File: config.mk
export PLATFORM = sky130hd
export DESIGN_NAME = hockey_ssd_scanner
export DESIGN_NICKNAME = d
export VERILOG_FILES = /design/src/rtl/hockey_ssd_scanner.sv
export SDC_FILE = /design/constraint.sdc
export NUM_CORES = 1
export LEC_CHECK = 0
export BUFFER_PORTS_ARGS = -buffer_cell sky130_fd_sc_hd__buf_2
export CORE_MARGIN = 2
export CORE_UTILIZATION = 55
export CTS_CLUSTER_SIZE = 25
export DETAILED_ROUTE_END_ITERATION = 10
export PLACE_DENSITY = 0.8
export SETUP_SLACK_MARGIN = 0.02
export SKIP_LAST_GASP = 1
export SLEW_MARGIN = 15
export SYNTH_ARGS = -nofsm -noshare
export SYNTH_HDL_FRONTEND = slang
export SYNTH_SLANG_ARGS = --single-unit
File: constraint.sdc
create_clock -name clk -period 3.3 [get_ports clk]
set_input_delay 0.165 -clock clk [delete_from_list [all_inputs] [get_ports clk]]
set_output_delay 0.165 -clock clk [all_outputs]
set_load 0.01 [all_outputs]
File: src/rtl/hockey_ssd_scanner.sv
// Air-hockey 8-digit multiplexed common-anode 7-segment scanner; inputs are snapshotted once per scan frame.
// Optional serve-indicator decimal point (turn/dp ports) is built when HOCKEY_SSD_DP_EN is defined.
module hockey_ssd_scanner #(
  parameter int REFRESH_DIV  = 100000,
  parameter int BLINK_FRAMES = 64
) (
  input  logic       clk,
  input  logic       rst,
  input  logic [1:0] mode,
  input  logic [2:0] x_coord,
  input  logic [2:0] y_coord,
  input  logic [1:0] score_a,
  input  logic [1:0] score_b,
  input  logic       winner,
`ifdef HOCKEY_SSD_DP_EN
  input  logic [1:0] turn,
  output logic       dp,
`endif
  output logic [7:0] an,
  output logic [6:0] seg
);

  localparam int PW = $clog2(REFRESH_DIV);
  localparam int FW = (BLINK_FRAMES > 1) ? $clog2(BLINK_FRAMES) : 1;
  localparam logic [PW-1:0] P_TC = PW'(REFRESH_DIV - 1);
  localparam logic [FW-1:0] F_TC = FW'(BLINK_FRAMES - 1);

  localparam logic [6:0] G_0     = 7'h40;
  localparam logic [6:0] G_1     = 7'h79;
  localparam logic [6:0] G_2     = 7'h24;
  localparam logic [6:0] G_3     = 7'h30;
  localparam logic [6:0] G_DASH  = 7'h3F;
  localparam logic [6:0] G_BLANK = 7'h7F;

  typedef enum logic [1:0] {
    M_IDLE = 2'd0,
    M_PLAY = 2'd1,
    M_GOAL = 2'd2,
    M_OVER = 2'd3
  } mode_t;

  logic [PW-1:0] r_presc;
  logic [2:0]    r_idx;
  logic          r_step;
  logic [FW-1:0] r_fcnt;
  logic          r_phase;

  mode_t         r_snap_mode;
  logic [2:0]    r_snap_x;
  logic [2:0]    r_snap_y;
  logic [1:0]    r_snap_sa;
  logic [1:0]    r_snap_sb;
  logic          r_snap_win;

  logic          w_tc;
  logic          w_wrap;
  logic [6:0]    w_seg;
  logic [2:0]    w_win_digit;

  assign w_tc        = (r_presc == P_TC);
  assign w_wrap      = w_tc && (r_idx == 3'd7);
  assign w_win_digit = r_snap_win ? 3'd0 : 3'd7;

  function automatic logic [6:0] f_glyph(input logic [1:0] v);
    case (v)
      2'd0:    f_glyph = G_0;
      2'd1:    f_glyph = G_1;
      2'd2:    f_glyph = G_2;
      default: f_glyph = G_3;
    endcase
  endfunction

  // Scan timebase: the registered step flag lets an/seg follow the index one clock later.
  always_ff @(posedge clk or posedge rst) begin
    if (rst) begin
      r_presc <= '0;
      r_idx   <= 3'd0;
      r_step  <= 1'b0;
    end else begin
      r_step <= w_tc;
      if (w_tc) begin
        r_presc <= '0;
        r_idx   <= r_idx + 3'd1;
      end else begin
        r_presc <= r_presc + PW'(1);
      end
    end
  end

  always_ff @(posedge clk or posedge rst) begin
    if (rst) begin
      r_snap_mode <= M_IDLE;
      r_snap_x    <= 3'd0;
      r_snap_y    <= 3'd0;
      r_snap_sa   <= 2'd0;
      r_snap_sb   <= 2'd0;
      r_snap_win  <= 1'b0;
      r_fcnt      <= '0;
      r_phase     <= 1'b1;
    end else if (w_wrap) begin
      r_snap_mode <= mode_t'(mode);
      r_snap_x    <= x_coord;
      r_snap_y    <= y_coord;
      r_snap_sa   <= score_a;
      r_snap_sb   <= score_b;
      r_snap_win  <= winner;
      // A mode change restarts the blink so a new GOAL/OVER screen always opens lit.
      if (mode_t'(mode) != r_snap_mode) begin
        r_fcnt  <= '0;
        r_phase <= 1'b1;
      end else if (r_fcnt == F_TC) begin
        r_fcnt  <= '0;
        r_phase <= ~r_phase;
      end else begin
        r_fcnt <= r_fcnt + FW'(1);
      end
    end
  end

  always_comb begin
    w_seg = G_BLANK;
    case (r_snap_mode)
      M_IDLE: w_seg = G_DASH;
      M_PLAY: begin
        if (r_idx == r_snap_x) begin
          case (r_snap_y)
            3'd0:    w_seg = 7'h7E;
            3'd1:    w_seg = 7'h7D;
            3'd2:    w_seg = 7'h3F;
            3'd3:    w_seg = 7'h7B;
            3'd4:    w_seg = 7'h77;
            default: w_seg = G_BLANK;
          endcase
        end
      end
      default: begin
        case (r_idx)
          3'd7:       w_seg = f_glyph(r_snap_sa);
          3'd0:       w_seg = f_glyph(r_snap_sb);
          3'd4, 3'd3: w_seg = G_DASH;
          default:    w_seg = G_BLANK;
        endcase
        // GOAL blinks the whole bank; OVER blinks only the winner's score digit.
        if (!r_phase && ((r_snap_mode == M_GOAL) || (r_idx == w_win_digit))) begin
          w_seg = G_BLANK;
        end
      end
    endcase
  end

`ifdef HOCKEY_SSD_DP_EN
  logic [1:0] r_snap_turn;
  logic       w_dp;

  always_ff @(posedge clk or posedge rst) begin
    if (rst) begin
      r_snap_turn <= 2'b00;
    end else if (w_wrap) begin
      r_snap_turn <= turn;
    end
  end

  always_comb begin
    w_dp = 1'b1;
    if ((r_snap_mode == M_IDLE) || (r_snap_mode == M_PLAY)) begin
      if (((r_idx == 3'd7) && (r_snap_turn == 2'b01)) ||
          ((r_idx == 3'd0) && (r_snap_turn == 2'b10))) begin
        w_dp = 1'b0;
      end
    end
  end

  always_ff @(posedge clk or posedge rst) begin
    if (rst) begin
      dp <= 1'b1;
    end else if (r_step) begin
      dp <= w_dp;
    end
  end
`endif

  always_ff @(posedge clk or posedge rst) begin
    if (rst) begin
      an  <= 8'hFF;
      seg <= G_BLANK;
    end else if (r_step) begin
      an  <= ~(8'h01 << r_idx);
      seg <= w_seg;
    end
  end

endmodule

==> results.md <==
* Cell Area, Placed at 0.003010 mm²
* Clk Latency, worst-skew pair at just over 300 ps
* Commonest cells after routing, fill and taps aside: dfrtp_1 (40), buf_2 (29), nor2_1 (21)
* Area Overhead vs Synth at 10.83%
* Final setup fails at 0
* Chip Width at about 76 µm
* Design Area, Final at 0.003137 mm²
* First-pass GRT wire length at 9.059 mm
* Synth unique cells at 52
* GRT overflow at 0
* Post-synth top area share at 0.3537
* CTS Sinks at 56
* Post-route minimum period at approximately 2400 ps
* Status: completed
* Setup Crit Path Kind: register to register
* EDFF count, synth at 0
* Worst hold path class: input pin to async pin
* RD Place Congestion at 0.9223
* Post-CTS Repair Setup Buffers at 0
* Sequential area share after synthesis at 0.5022
* CP startpoint kind: register
* Post-CTS Resized at 0
* Row count at 26
* Maxcap violations at 0
* Num CTS Buffers at 5
* FFs w/ async S/R, synth at 1.000
* DRT Pass-1 Iters at 4
* Crit path DAT at 2640 ps
* Yosys warning count at 0
* Effective utilization at floorplan at 0.5613
* Antenna violations before repair at 0
* Root Driver: clkbuf_8
* Detailed Route WL at between 5 and 6 mm
* Most common cell after layout, fill and taps aside: dfrtp_1
* Synth area leaders: dfrtp_1 (35%), dfstp_2 (15%), ha_1 (3.5%)
* IO buf count at 29
* Layout cell share with drive strength beyond 1 at 0.2595
* Drt wl/cell at roughly 15 µm
* CP Data Required Time at 3490 ps
* Worst-Margin Slew at 930.2 ps
* Placed wire-length estimate at roughly 4 mm
* CTS HTree Levels at 2
* DRC at 0
* Synthesized flop and latch total at 56
* Clock Pin Slew Worst Setup and Hold Paths at 100 ps
* VDD IR max at 253.5 µV
* Post-route antenna net violation count at 0
* Clock Tree Buf Depth at 2
* Mean Syn Cell Area at about 11 µm²
* Unrepaired setup endpoints after global routing: false
* Nets at 311
* Antenna Cells at 0
* P per Cell Area at ~390 mW/mm²
* Clk_skew at between 9 and 10 ps
* Hold_ws at about 57 ps
* Setup TNS at 0 ps
* Vias per cell at ~5.8
* Drt first-iter violations at roughly 130
* Dominant synthesized flop cell: dfrtp_1
* Worst slew margin at 0.3789
* Period utilization at 0.7422
* Die H at between 70 and 80 µm
* Peak Freq at around 0.41 GHz
* Mapped Nets at roughly 280
* Post-Syn Instances at 260
* Largest net degree at the start of global routing at 47
* CTS Hold Buffers Added at 0
* Core Area at 0.005042 mm²
* Max FO, Critical Path at 15
* Slew Viols, Final at 0
* Die area at around 0.0057 mm²
* Synth Cell Area at approximately 0.0028 mm²
* Leak pwr at around 1.4 nW
* Hold Vio Cnt, Final at 0
* Via count at about 2100
* Area leader, netlist: dfrtp_1
* # IOs at 30
* Critical path capture point type: register
* Gr usage total at 0.2116
* CTS tree: done
* Vias in the first global route at between 1500 and 2000
[cell usage after synthesis, drive strengths merged, types with 6 or more instances]
master,instances
dfrtp,40
nor2,22
nand2,17
dfstp,16
nand3,16
inv,14
o21ai,13
xnor2,10
mux2,9
nand4,9
a21oi,8
a31oi,8
buf,8
ha,8
xor2,8
nor3,6
[critical path: stages, from the launching register on]
cell	delay [ps]
dfrtp_1	460
ha_1	220
ha_1	460
clkinv_1	460
nor2_8	360
mux2_2	370
[metal layers]
| layer | wire (µm) | GRT usage | up-vias |
|---|---|---|---|
| met5 | 0 | 0 | - |
| met4 | 96 | 0.07212 | 0 |
| met3 | 221 | 0.05556 | 14 |
| met2 | 2745 | 0.3372 | 56 |
| met1 | 2442 | 0.2824 | 1016 |
| li1 | - | - | 993 |
[report_power, final]
part | internal [W] | switching (W) | total (W)
Clock | 0.000268 | 0.000223 | 0.000491
Sequential | 0.000688 | 0.000000649 | 0.000689
Combinational | 0.00000955 | 0.0000215 | 0.0000310
[area by class of cell]
cell class / count / area (µm²)
fillers: 411 / 1906
well taps: 70 / 87.58
flip-flops and latches: 56 / 1421
multi-input cells: 179 / 1285
clock inverters: 1 / 30.03
clock buffers: 7 / 96.34
repair buffers: 31 / 160.2
inverters: 15 / 56.30
[path summary, 6_finish.rpt]
kind / startpoint / endpoint / slack, ps / cells after the start
worst min-delay path: rst / r_snap_sa[0] / 60 / 2
worst max-delay path: r_idx[0] / r_snap_x[1] / 850 / 5
worst max register to register: r_idx[0] / r_snap_x[1] / 850 / 5
worst min register to register: seg[4] / seg[4] / 490 / 2
min in group clk: score_b[0] / r_snap_sb[0] / 80 / 2
max in group asynchronous: rst / an[3] / 2460 / 3
[per-stage QoR]
stage          std cells  power (W)  utilization  setup WS, ps
2_1_floorplan        260  0.0007172            -          1486
3_3_place_gp         351  0.0007328       0.5970         997.4
3_5_place_dp         351  0.0007335       0.5970         875.7
4_1_cts              359   0.001221       0.6221         862.5
5_1_grt              359   0.001257       0.6221         679.7
6_report             359   0.001211       0.6221         850.6
[kinds of logic (layout without fill, tap and decap cells)]
kind of cell,count (synthesis),after routing,synth area share
adders and majority gates,8,8,0.03537
DFF,56,56,0.5022
and+or+nand+nor,94,94,0.2020
muxes,11,11,0.04686
AOI/OAI and AO/OA,48,48,0.1141
buffers and inverters,25,54,0.04377
xor gates and xnor gates,18,18,0.05570
[flip-flops by register name, indices dropped and copies added (netlist names)]
| register | flops |
|---|---|
| r_snap_sb | 2 |
| r_phase | 1 |
| seg | 7 |
| r_step | 1 |
| r_idx | 3 |
| r_snap_mode | 2 |
| r_snap_y | 3 |
| r_presc | 17 |
| an | 8 |
| r_snap_sa | 2 |
| r_fcnt | 6 |
| r_snap_win | 1 |
| r_snap_x | 3 |
(Power assumes the default switching activity.)
